==> src/rtl/mem_stage.sv <==
// MEM pipeline stage: EX/MEM register, data-memory req/ack handshake with timeout, MEM/WB register.
// Optional feature macro: MEM_OVF_TRAP_EN (overflowing entries skip memory and retire without RegWrite).
module mem_stage #(
  parameter int TIMEOUT = 16,
  parameter int CNT_W   = 5
) (
  input  logic        clk,
  input  logic        rst,
  input  logic        i_MEM_valid,
  input  logic [31:0] i_MEM_data_ALUOut,
  input  logic        i_MEM_data_Overflow,
  input  logic [31:0] i_MEM_data_RTData,
  input  logic [4:0]  i_WB_data_RegAddrW,
  input  logic        i_MEM_ctrl_MemRead,
  input  logic        i_MEM_ctrl_MemWrite,
  input  logic        i_WB_ctrl_Mem2Reg,
  input  logic        i_WB_ctrl_RegWrite,
  input  logic        i_MEM_flush,
  output logic        o_MEM_stall,
  output logic        o_dmem_req,
  output logic        o_dmem_we,
  output logic [31:0] o_dmem_addr,
  output logic [31:0] o_dmem_wdata,
  input  logic        i_dmem_ack,
  input  logic [31:0] i_dmem_rdata,
  output logic        o_WB_valid,
  output logic [31:0] o_WB_data_ALUOut,
  output logic [31:0] o_WB_data_MemData,
  output logic [4:0]  o_WB_data_RegAddrW,
  output logic        o_WB_ctrl_Mem2Reg,
  output logic        o_WB_ctrl_RegWrite,
  output logic        o_MEM_err
`ifdef MEM_OVF_TRAP_EN
  ,
  output logic        o_MEM_exc_Overflow
`endif
);

  typedef enum logic [1:0] {S_IDLE, S_WAIT, S_ABORT} state_e;

  logic        exm_valid_q;
  logic [31:0] exm_alu_q, exm_rt_q;
  logic [4:0]  exm_rd_q;
  logic        exm_mr_q, exm_mw_q, exm_m2r_q, exm_rw_q;

  state_e           state_q, state_d;
  logic [CNT_W-1:0] cnt_q, cnt_d;
  logic             err_q, err_d;

  logic        wb_valid_q, wb_valid_d;
  logic [31:0] wb_alu_q, wb_alu_d;
  logic [31:0] wb_mem_q, wb_mem_d;
  logic [4:0]  wb_rd_q, wb_rd_d;
  logic        wb_m2r_q, wb_m2r_d;
  logic        wb_rw_q, wb_rw_d;

  logic live, mem_op, is_load, misaligned, trap;
  logic req, stall, retire, retire_trap;

  // A flush kills the held entry at once; the handshake itself is never cut short by it.
  assign live       = exm_valid_q & ~i_MEM_flush;
  assign mem_op     = exm_mr_q | exm_mw_q;
  assign is_load    = exm_mr_q & ~exm_mw_q;
  assign misaligned = exm_alu_q[1:0] != 2'b00;

`ifdef MEM_OVF_TRAP_EN
  logic exm_ovf_q;
  logic exc_q;
  assign trap               = exm_ovf_q;
  assign o_MEM_exc_Overflow = exc_q;
`else
  logic unused_ovf;
  assign unused_ovf = i_MEM_data_Overflow;
  assign trap       = 1'b0;
`endif

  // NOTE: every signal driven here gets a default first, so no path can infer a latch.
  always_comb begin
    state_d     = state_q;
    cnt_d       = cnt_q;
    err_d       = err_q;
    req         = 1'b0;
    stall       = 1'b0;
    retire      = 1'b0;
    retire_trap = 1'b0;

    case (state_q)
      S_IDLE: begin
        if (live) begin
          if (trap) begin
            retire_trap = 1'b1;
          end else if (!mem_op) begin
            retire = 1'b1;
          end else if (misaligned) begin
            err_d = 1'b1;
          end else begin
            req = 1'b1;
            if (i_dmem_ack) begin
              retire = 1'b1;
            end else begin
              stall   = 1'b1;
              cnt_d   = CNT_W'(1);
              state_d = (TIMEOUT == 1) ? S_ABORT : S_WAIT;
            end
          end
        end
      end
      S_WAIT: begin
        req = 1'b1;
        if (i_dmem_ack) begin
          retire  = live;
          cnt_d   = '0;
          state_d = S_IDLE;
        end else begin
          stall = 1'b1;
          cnt_d = cnt_q + CNT_W'(1);
          // The request has been up for TIMEOUT cycles once the counter reaches TIMEOUT.
          if (cnt_q == CNT_W'(TIMEOUT - 1)) state_d = S_ABORT;
        end
      end
      S_ABORT: begin
        err_d   = 1'b1;
        cnt_d   = '0;
        state_d = S_IDLE;
      end
      default: state_d = S_IDLE;
    endcase

    wb_valid_d = retire | retire_trap;
    wb_rw_d    = retire & exm_rw_q;
    wb_alu_d   = wb_alu_q;
    wb_mem_d   = wb_mem_q;
    wb_rd_d    = wb_rd_q;
    wb_m2r_d   = wb_m2r_q;
    if (retire | retire_trap) begin
      wb_alu_d = exm_alu_q;
      wb_rd_d  = exm_rd_q;
      wb_m2r_d = exm_m2r_q;
      wb_mem_d = (retire && is_load) ? i_dmem_rdata : 32'h0;
    end
  end

  // NOTE: datapath registers are reset too, so every output reads 0 straight out of reset.
  always_ff @(posedge clk) begin
    if (rst) begin
      exm_valid_q <= 1'b0;
      exm_alu_q   <= '0;
      exm_rt_q    <= '0;
      exm_rd_q    <= '0;
      exm_mr_q    <= 1'b0;
      exm_mw_q    <= 1'b0;
      exm_m2r_q   <= 1'b0;
      exm_rw_q    <= 1'b0;
      state_q     <= S_IDLE;
      cnt_q       <= '0;
      err_q       <= 1'b0;
      wb_valid_q  <= 1'b0;
      wb_alu_q    <= '0;
      wb_mem_q    <= '0;
      wb_rd_q     <= '0;
      wb_m2r_q    <= 1'b0;
      wb_rw_q     <= 1'b0;
`ifdef MEM_OVF_TRAP_EN
      exm_ovf_q   <= 1'b0;
      exc_q       <= 1'b0;
`endif
    end else begin
      // NOTE: non-blocking updates keep every register sampling pre-edge values.
      if (!stall) begin
        exm_valid_q <= i_MEM_valid;
        exm_alu_q   <= i_MEM_data_ALUOut;
        exm_rt_q    <= i_MEM_data_RTData;
        exm_rd_q    <= i_WB_data_RegAddrW;
        exm_mr_q    <= i_MEM_ctrl_MemRead;
        exm_mw_q    <= i_MEM_ctrl_MemWrite;
        exm_m2r_q   <= i_WB_ctrl_Mem2Reg;
        exm_rw_q    <= i_WB_ctrl_RegWrite;
`ifdef MEM_OVF_TRAP_EN
        exm_ovf_q   <= i_MEM_data_Overflow;
`endif
      end else begin
        exm_valid_q <= exm_valid_q & ~i_MEM_flush;
      end
      state_q    <= state_d;
      cnt_q      <= cnt_d;
      err_q      <= err_d;
      wb_valid_q <= wb_valid_d;
      wb_alu_q   <= wb_alu_d;
      wb_mem_q   <= wb_mem_d;
      wb_rd_q    <= wb_rd_d;
      wb_m2r_q   <= wb_m2r_d;
      wb_rw_q    <= wb_rw_d;
`ifdef MEM_OVF_TRAP_EN
      exc_q      <= retire_trap;
`endif
    end
  end

  assign o_MEM_stall        = stall;
  assign o_dmem_req         = req;
  assign o_dmem_we          = exm_mw_q;
  assign o_dmem_addr        = exm_alu_q;
  assign o_dmem_wdata       = exm_rt_q;
  assign o_WB_valid         = wb_valid_q;
  assign o_WB_data_ALUOut   = wb_alu_q;
  assign o_WB_data_MemData  = wb_mem_q;
  assign o_WB_data_RegAddrW = wb_rd_q;
  assign o_WB_ctrl_Mem2Reg  = wb_m2r_q;
  assign o_WB_ctrl_RegWrite = wb_rw_q;
  assign o_MEM_err          = err_q;

endmodule

==> config.mk <==
export PLATFORM = sky130hd
export DESIGN_NAME = mem_stage
export DESIGN_NICKNAME = d
export VERILOG_FILES = /design/src/rtl/mem_stage.sv
export SDC_FILE = /design/constraint.sdc
export NUM_CORES = 1
export LEC_CHECK = 0
export ABC_AREA = 1
export BUFFER_PORTS_ARGS = -buffer_cell sky130_fd_sc_hd__buf_2
export CAP_MARGIN = 20
export CELL_PAD_IN_SITES_DETAIL_PLACEMENT = 0
export CELL_PAD_IN_SITES_GLOBAL_PLACEMENT = 2
export CORE_MARGIN = 1.5
export CORE_UTILIZATION = 28
export CTS_CLUSTER_DIAMETER = 40
export CTS_CLUSTER_SIZE = 30
export DETAILED_ROUTE_END_ITERATION = 8
export PLACE_DENSITY_LB_ADDON = 0.12
export SETUP_SLACK_MARGIN = 0.2
export SLEW_MARGIN = 5
export SYNTH_ARGS = -nofsm -noshare
export SYNTH_HDL_FRONTEND = slang
export SYNTH_SLANG_ARGS = --single-unit
export TNS_END_PERCENT = 50
==> constraint.sdc <==
create_clock -name clk -period 2.99 [get_ports clk]
set_clock_uncertainty 0.1 [all_clocks]
set_input_delay 0 -clock clk [delete_from_list [all_inputs] [get_ports clk]]
set_output_delay 0 -clock clk [all_outputs]
set_load 0.01 [all_outputs]
Word level (Yosys, flattened, before mapping)
Cells that the tools add are included.

Bits in registers: 154. Latch bits: 0. RAM bits: 0. ROM bits: 0. Input port bits: 111. Output and inout bits: 140. Logic and storage cells: 75. Memories: 0.

Add/subtract/negate cells: 1. Multipliers: 0. Divide/modulo/power cells: 0. $lt $le $gt $ge: 0. Equal/unequal tests: 9. Shift-type cells: 0. Muxes and demuxes: 34. Bitwise operators: 6. Reduce and logical (&&, ||, !) cells: 8.

Operators by type and width (number): two-way mux 32 bit (1); two-way mux 5 bit (5); two-way mux 1 bit (16); case mux 5 bit (3 select lines) (1); two-way mux 2 bit (6); != test 2 bit, second input constant (5); AND reduction 5 bit (2); case mux 1 bit (2 select lines) (4); adder 5 x 1 -> 5 bit, second input constant (1); equality test 5 x 4 -> 1 bit, second input constant (1); case mux 2 bit (2 select lines) (1); AND reduction 4 bit (1); nonzero test 2 bit (2); bitwise AND 1 bit (3); != test 3 bit, second input constant (1); nonzero test 3 bit (1); equality test 2 x 1 -> 1 bit, second input constant (1); equality test 2 bit, second input constant (1); logical NOT 2 bit (1); NOT 1 bit (2); logical AND 1 bit (1); OR 1 bit (1).

Longest topological paths before layout
Gate-level depths: netlist of run 1.

Word-level depth: 7. Gate-level depth with buffers: 13.

Worst setup path before layout of run 1
No wires, ideal clock.

Kind: register -> register. Start: register state_q[0]. End: register wb_alu_q[11] (netlist: o_WB_data_ALUOut[11]). Library setup time: 0.116 ns. Arrival time: 1.502 ns. Data required time: 2.774 ns. Path slack: 1.272 ns. Cell stages (with the launch flop): 14. Buffers on the path: 3. Period minus slack after synthesis: 1.718 ns. Cell sequence: dfxtp_1 > inv_1 > ha_1 > buf_4 > nand2_2 > inv_2 > nand2_2 > nand3_4 > nand2_4 > inv_2 > buf_6 > buf_6 > nor2_1 > nor2_1.

Word-level cells in the longest chain between the ends: 2. Elaborated cells on any way between the ends: 3. Classes of those cells: 1 x eq/ne; 1 x mux; 1 x reduce/logical.

RTL lines: start: declaration (line 46) `state_e state_q, state_d;`; start signal: assignment (line 184) `state_q <= state_d;`; equality test 2 x 1 -> 1 bit or logical NOT 2 bit (tied branches) (line 87) `case (state_q)`; case mux 1 bit (2 select lines) (*) (line 87); end signal: assignment (line 188) `wb_alu_q <= wb_alu_d;`; end: declaration (line 51) `logic [31:0] wb_alu_q, wb_alu_d;`.

Mark *: on every way between the ends. The rest lies on a longest branch, timed or not. A chain may end at the register's enable or synchronous reset.

Worst setup path after layout of run 1
Start: register state_q[0]. End: register cnt_q[4].

Word-level cells in the longest chain between the ends: 3. Elaborated cells on any way between the ends: 10. Classes of those cells: 6 x eq/ne; 1 x mux; 3 x reduce/logical.

RTL lines: equality test 2 x 1 -> 1 bit, or another cell as far along (line 87); nonzero test 3 bit (no source line) or != test 2 bit (tied branches); AND reduction 5 bit (no source line); end signal: assignment (line 185) `cnt_q <= cnt_d;`; end: declaration (line 47) `logic [CNT_W-1:0] cnt_q, cnt_d;`.

Several ways; a longest one is shown, not always the timed one.

==> impl_metrics.json, run 1 <==
{
  "fill_cells": 2360,
  "cts-resized-gates": 0,
  "dieArea_um2": 23630,
  "insertion_delay_ns": 0.42,
  "p_clk_share_pct": 42.7,
  "dr.pass1.iters": 4,
  "crit_path_max_incr_delay_ns": 0.55,
  "tightestPinTransition_ns": 0.7670,
  "final_cell_area_um2": 9437,
  "slew_violations": 0,
  "required_ns": 3.20,
  "clock_sinks": 154,
  "critPathBufInv": 3,
  "hold_viol_final": 0,
  "syn_to_final_growth_pct": 48.35,
  "seqPwrFrac_pct": 43.3,
  "min_to": "o_dmem_addr[28]",
  "cap_violations": 0,
  "synthesis.area_um2": 6361,
  "io_pins": 251,
  "grt_usage_pct": 16.97,
  "min_from": "rst",
  "hp-class": "input pin to flip-flop",
  "placed_cells": 1304,
  "hold_depth": 5,
  "pre_cts_slack_ns": 0.6707,
  "setup_ws_ns": 0.5697,
  "grt_pass1_wl_um": 32430,
  "final_cells": 1446,
  "internal_power_mw": 3.657,
  "yosys_warnings": 0,
  "final_nets": 1270,
  "wl_per_cell_um": 13.98,
  "drc": 0,
  "die_y_um": 153.7,
  "reg2reg_depth": 11,
  "fin_tns_setup_ns": 0,
  "crit_arrival_ns": 2.63,
  "core_um2": 22030,
  "p_total_mw": 5.070,
  "ir_drop_v": 0.0003278,
  "rows": 54,
  "numCtsBuffers": 17,
  "ys_async_sr_fraction_pct": 0,
  "cp-start-kind": "flip-flop",
  "grt-ovfl-total": 0,
  "cts_tree": "done",
  "status": "complete, no violations",
  "criticalPathCategory": "flip-flop to flip-flop",
  "rsz0062_at_grt": "no",
  "max_freq_mhz": 413.2,
  "syn_nets": 950,
  "end_kind": "flip-flop",
  "antenna_found_initial": 0,
  "p_sw_share_pct": 27.88,
  "syn_avg_cell_area_um2": 7.636,
  "combinationalPowerShare_pct": 14.0,
  "initial_utilization_pct": 28.88,
  "htree_levels": 4,
  "ys.flop_type": "dfxtp_1",
  "p_leak_nw": 4.336,
  "layout-drive-gt1-share_pct": 26.07,
  "period_minus_slack_ns": 2.420,
  "die_x_um": 153.7,
  "p_sw_mw": 1.413,
  "n_antenna_cell": 0,
  "setup_viol": 0,
  "synth-edff-count": 0,
  "port_buffers": 249,
  "critPathSlowestCell": "dlygate4sd3_1",
  "clkTransAtPathRegs_ns": 0.07,
  "grt_pass1_vias": 6244,
  "grt_max_degree": 98,
  "ys_seq_area_share_pct": 48.47,
  "yosys.cell_types.count": 23,
  "min_period_over_period_pct": 80.95,
  "slew_headroom_pct": 48.79,
  "netlist_instances": 833,
  "cp_max_fo": 8,
  "dp_hpwl_um": 12460,
  "clk_path_buf_depth": 2,
  "vias": 6547,
  "cts-root-buf": "clkbuf_16",
  "reg2reg_to": "cnt_q[4]",
  "synth-seq-cells": 154,
  "path_cells": "inv_1 > ha_1 > nand2_2 > nand2_1 > inv_1 > nand2_1 > nor2_1 > nand2_1 > nand2_1 > a21oi_1 > dlygate4sd3_1",
  "crit_path_frequent_cell": "nand2_1",
  "drt_iter0_drc": 301,
  "reg2reg_from": "state_q[0]",
  "viasPerCell": 4.528,
  "wl_um": 20210,
  "r2r_slack_ns": 0.57,
  "gp_routability_congestion": 0.7391,
  "dpl_cell_area_um2": 7746,
  "powerDensity_nw_per_um2": 537.3,
  "antenna_left": 0,
  "path_delay_family": "simple AND/OR/NAND/NOR gates"
}
[per-layer routing]
metal	GRT usage (%)	vias up	wire [um]
met5	0	-	0
met4	3.837	0	195
met3	4.369	13	869
met2	28.98	142	9951
met1	21.45	2994	9195
li1	-	3398	-
[power groups by stage]
stage               Clock (mW)  Sequential [mW]  Combinational, mW
detailed placement           0             2.24              0.602
CTS                       2.24             2.20              0.719
global placement             0             2.24              0.605
finish                    2.16             2.20              0.709
floorplan                    0             2.28              0.317
global route              2.34             2.21              0.788
[worst max path at each step]
stage | startpoint | endpoint | slack [ns] | depth (start not counted)
2_1_floorplan | state_q[0] | o_WB_data_ALUOut[11] | 1.27 | 13
3_3_place_gp | state_q[0] | o_WB_data_ALUOut[9] | 0.66 | 8
3_5_place_dp | state_q[0] | o_WB_data_ALUOut[0] | 0.67 | 8
4_1_cts | state_q[0] | cnt_q[4] | 0.57 | 9
5_1_grt | state_q[0] | cnt_q[4] | 0.31 | 11
6_report | state_q[0] | cnt_q[4] | 0.57 | 11
[kinds of logic after synthesis]
family,after synthesis,synth area share (%)
buf+inv,93,6.805
simple gates,428,31.53
fa+ha+maj,6,1.180
compound gates,152,12.02
flops,154,48.47
[per-stage QoR]
step / hold slack (ns) / utilization, %
after global routing: 0.03296 / 42.84
final: 0.03363 / 42.84
after detailed placement: 0.1237 / 35.17
after global placement: 0.1176 / 35.17
after floorplan: 0.03170 / -
after CTS: 0.01666 / 42.84
[worst min-delay path: cells and delay by family]
kind	cells	cell delay [ns]
and+or+nand+nor	2	0.12
buffers and inverters	3	0.39
[cell usage in the layout (no fill, tap or decap)]
master	n
clkinv_4	3
nand3b_1	69
inv_4	1
clkbuf_16	17
nor2_4	2
buf_4	8
inv_1	19
nand2_2	2
clkinv_8	2
clkinv_2	1
nand3_1	12
o21ai_0	39
ha_1	6
dlygate4sd3_1	110
dfxtp_1	154
o21a_1	1
clkbuf_1	1
nand3_4	1
buf_12	3
a21oi_1	111
nor2_1	168
nand2_1	138
nor3_1	1
nand2_4	2
nor2_2	1
inv_8	2
inv_6	3
bufinv_16	1
o22ai_1	1
buf_2	249
nand4_1	32
clkinvlp_4	3
inv_2	3
[final cells by class]
cell class                      instances  area (um2)  area share, %
Multi-Input combinational cell        586        2853          30.23
Inverter                               24       93.84         0.9944
Clock inverter                         14       160.2          1.697
Timing Repair Buffer                  370        2467          26.15
Tap cell                              280       350.3          3.713
Clock buffer                           18       429.2          4.548
Sequential cell                       154        3083          32.67
[sequential cells by signal, summed over array words and instances (netlist names), 2 cells and up]
signal / flops
exm_rd_q: 5
o_WB_data_RegAddrW: 5
o_WB_data_ALUOut: 32
o_WB_data_MemData: 32
o_dmem_addr: 32
state_q: 2
o_dmem_wdata: 32
cnt_q: 5
[Yosys cell counts, types with 5 or more instances]
| master | number | area [um2] |
|---|---|---|
| nand2_1 | 138 | 518.0 |
| o21ai_0 | 39 | 195.2 |
| buf_2 | 28 | 140.1 |
| nand3_1 | 12 | 60.06 |
| ha_1 | 6 | 75.07 |
| nor2_1 | 169 | 634.4 |
| dfxtp_1 | 154 | 3083 |
| nand3b_1 | 69 | 518.0 |
| buf_4 | 7 | 52.55 |
| clkbuf_1 | 26 | 97.59 |
| nand4_1 | 32 | 200.2 |
| a21oi_1 | 111 | 555.5 |
| inv_1 | 20 | 75.07 |
| buf_1 | 5 | 18.77 |
[timing repair]
item                      4_1_cts  5_1_grt
hold endpoints to repair      112        0
buffers inserted                0        0
hold buffers                  110        0
No activity file was read; power rests on OpenSTA's default activity.
==> inputs of run 2 (changes only) <==
--- a/config.mk
+++ b/config.mk
@@ -5,13 +5,13 @@
 export SDC_FILE = /design/constraint.sdc
 export NUM_CORES = 1
 export LEC_CHECK = 0
-export ABC_AREA = 1
+export ABC_AREA = 0
 export BUFFER_PORTS_ARGS = -buffer_cell sky130_fd_sc_hd__buf_2
 export CAP_MARGIN = 20
 export CELL_PAD_IN_SITES_DETAIL_PLACEMENT = 0
 export CELL_PAD_IN_SITES_GLOBAL_PLACEMENT = 2
 export CORE_MARGIN = 1.5
-export CORE_UTILIZATION = 28
+export CORE_UTILIZATION = 24
 export CTS_CLUSTER_DIAMETER = 40
 export CTS_CLUSTER_SIZE = 30
 export DETAILED_ROUTE_END_ITERATION = 8
==> constraint.sdc (replaced) <==
create_clock -name clk -period 2 [get_ports clk]
set_clock_uncertainty 0.1 [all_clocks]
set_input_delay 0 -clock clk [delete_from_list [all_inputs] [get_ports clk]]
set_output_delay 0 -clock clk [all_outputs]
set_load 0.01 [all_outputs]
==> impl_metrics.json, run 2 <==
{
  "netlist_top_cells_area": "dfxtp_1 (49%), a21oi_1 (9.3%), or3b_1 (8.9%)",
  "numCtsBuffers": 17,
  "p_sw_share_pct": 24.88,
  "ys_seq_area_share_pct": 49.20,
  "slew_violations": 0,
  "ys.flop_type": "dfxtp_1",
  "die_y_um": 164.6,
  "yosysMostFrequentCell": "dfxtp_1",
  "crit_arrival_ns": 2.14,
  "cp-start-kind": "flip-flop",
  "rows": 58,
  "status": "complete, no violations",
  "p_sw_mw": 1.882,
  "combinationalPowerShare_pct": 12.3,
  "antenna_found_initial": 0,
  "r2r_slack_ns": 0.1,
  "die_x_um": 164.6,
  "port_buffers": 249,
  "fill_cells": 2671,
  "ys_async_sr_fraction_pct": 0,
  "syn_avg_cell_area_um2": 8.739,
  "critPathSlowestCell": "or4_4",
  "reg2reg_depth": 7,
  "cts_tree": "done",
  "yosys-top-cells-count": "dfxtp_1 (154), a21oi_1 (116), nand2_1 (110)",
  "cp_max_fo": 7,
  "synth-edff-count": 0,
  "cap_violations": 0,
  "hold_viol_final": 0,
  "period_minus_slack_ns": 1.904,
  "cts-root-buf": "clkbuf_16",
  "hp-class": "input pin to flip-flop",
  "io_pins": 251,
  "yosysTopAreaCell": "dfxtp_1",
  "end_kind": "flip-flop",
  "layout_common_cells": "buf_2 (246), dfxtp_1 (148), nand2_1 (110)",
  "core_um2": 25400,
  "hold_depth": 3,
  "dp_hpwl_um": 13370,
  "slew_headroom_pct": 55.96,
  "final_nets": 1204,
  "synth-seq-cells": 154,
  "dr.pass1.iters": 4,
  "reg2reg_from": "state_q[1]",
  "syn_to_final_growth_pct": 65.22,
  "clkTransAtPathRegs_ns": 0.07,
  "tightestPinTransition_ns": 0.6607,
  "dieArea_um2": 27090,
  "wl_per_cell_um": 15.54,
  "clk_path_buf_depth": 2,
  "placed_cells": 1260,
  "drt_iter0_drc": 325,
  "min_from": "i_dmem_ack",
  "ir_drop_v": 0.0004972,
  "min_period_over_period_pct": 95.19,
  "reg2reg_to": "cnt_q[2]",
  "criticalPathCategory": "flip-flop to flip-flop",
  "layout_commonest_cell": "buf_2",
  "final_cells": 1429,
  "min_to": "o_dmem_addr[22]",
  "yosys_warnings": 0,
  "grt_pass1_vias": 6416,
  "grt_max_degree": 96,
  "vias": 6358,
  "initial_utilization_pct": 24.67,
  "p_clk_share_pct": 44.9,
  "seqPwrFrac_pct": 42.8,
  "required_ns": 2.24,
  "max_freq_mhz": 525.3,
  "wl_um": 22210,
  "gp_routability_congestion": 0.6831,
  "grt_usage_pct": 16.08,
  "insertion_delay_ns": 0.41,
  "synth_top_cell_area_share_pct": 49.20,
  "crit_path_max_incr_delay_ns": 0.55,
  "rsz0062_at_grt": "yes",
  "path_cells": "buf_4 > buf_6 > ha_4 > nor2_4 > a41oi_4 > or4_4 > a21oi_2",
  "drc": 0,
  "n_antenna_cell": 0,
  "internal_power_mw": 5.681,
  "grt-ovfl-total": 0,
  "layout-drive-gt1-share_pct": 36.03,
  "synthesis.area_um2": 6266,
  "antenna_left": 0,
  "clock_sinks": 154,
  "powerDensity_nw_per_um2": 730.6,
  "path_delay_family": "simple AND/OR/NAND/NOR gates",
  "setup_viol": 0,
  "viasPerCell": 4.449,
  "syn_nets": 834,
  "grt_pass1_wl_um": 34220,
  "critPathBufInv": 2,
  "yosys.cell_types.count": 38,
  "fin_tns_setup_ns": 0,
  "p_leak_nw": 4.475,
  "htree_levels": 4,
  "netlist_instances": 717
}
run 2: cell types whose count changed after synthesis, sizes merged, moves of 3 or more:
cell / previous run / this run
clkbuf: 26 / 39
nand4: 32 / 0
o21ai: 39 / 75
a21oi: 111 / 116
or3: 0 / 3
nor2: 171 / 13
inv: 24 / 6
nand3: 13 / 33
nand2b: 0 / 4
buf: 43 / 29
or3b: 0 / 70
nand2: 142 / 110
nand3b: 69 / 35
run 2: final cells by class:
class	count	area (um2)	share of cell area (%)
Multi-Input combinational cell	489	3012	29.09
Sequential cell	154	3093	29.88
Clock inverter	12	162.7	1.571
Tap cell	330	412.9	3.988
Clock buffer	19	442.9	4.278
Inverter	6	25.02	0.2417
Timing Repair Buffer	419	3204	30.95
run 2: power groups by stage:
stage / Sequential (mW) / Combinational [mW] / Clock [mW]
2_1_floorplan: 3.34 / 0.290 / 0
6_report: 3.24 / 0.928 / 3.40
5_1_grt: 3.25 / 1.02 / 3.65
3_5_place_dp: 3.30 / 0.666 / 0
4_1_cts: 3.23 / 0.890 / 3.53
3_3_place_gp: 3.30 / 0.672 / 0
run 2: per-layer routing:
layer / vias up / GRT usage, % / share of wire [%]
li1: 3233 / - / -
met1: 2964 / 20.07 / 45
met2: 149 / 26.89 / 48
met3: 12 / 4.797 / 5.8
met4: 0 / 4.218 / 1.0
met5: - / 0 / 0
run 2: how the worst max path moves through the flow:
stage                from                   end  slack, ns  cells after the start
4_1_cts        state_q[0]           o_MEM_stall       0.12                      7
5_1_grt        state_q[1]              cnt_q[2]       0.05                      7
3_5_place_dp   state_q[0]  o_WB_data_ALUOut[29]       0.01                      8
2_1_floorplan  state_q[0]  o_WB_data_ALUOut[23]       0.21                      8
6_report       state_q[1]              cnt_q[2]        0.1                      7
3_3_place_gp   state_q[0]  o_WB_data_ALUOut[28]       0.05                      8
run 2: worst register-to-register path, cell delays in order, from the launching register on:
cell and delay (ns):
dfxtp_2 0.33, buf_4 0.13, buf_6 0.12, ha_4 0.17, nor2_4 0.12, a41oi_4 0.17, or4_4 0.55, a21oi_2 0.15
run 2: cells by family (layout without fill, tap and decap cells):
family / after synthesis / after routing / synth area share (%)
compound gates: 200 / 200 / 16.87
fa+ha+maj: 6 / 6 / 1.198
buf+inv: 74 / 456 / 5.931
flops: 154 / 154 / 49.20
mux: 2 / 2 / 0.3195
simple gates: 281 / 281 / 26.48
run 2: timing repair:
action	in CTS	in global routing
hold buffers	108	0
setup endpoints to repair	126	146
buffers inserted	6	15
resized for setup	33	42
endpoints found under the hold margin	111	0
pin swaps	7	27
cloned	5	4
run 2: metrics by stage:
step	worst slack [ns]	total power, mW	cell area [um2]	hold slack, ns	util [%]
3_5_place_dp	0.009568	3.968	7989	0.1137	31.45
2_1_floorplan	0.2100	3.633	6269	0.02299	-
3_3_place_gp	0.04521	3.975	7989	0.1106	31.45
5_1_grt	0.04532	7.915	10350	0.01329	40.76
4_1_cts	0.1209	7.656	10000	-0.03690	39.37
6_report	0.09619	7.563	10350	0.007264	40.76
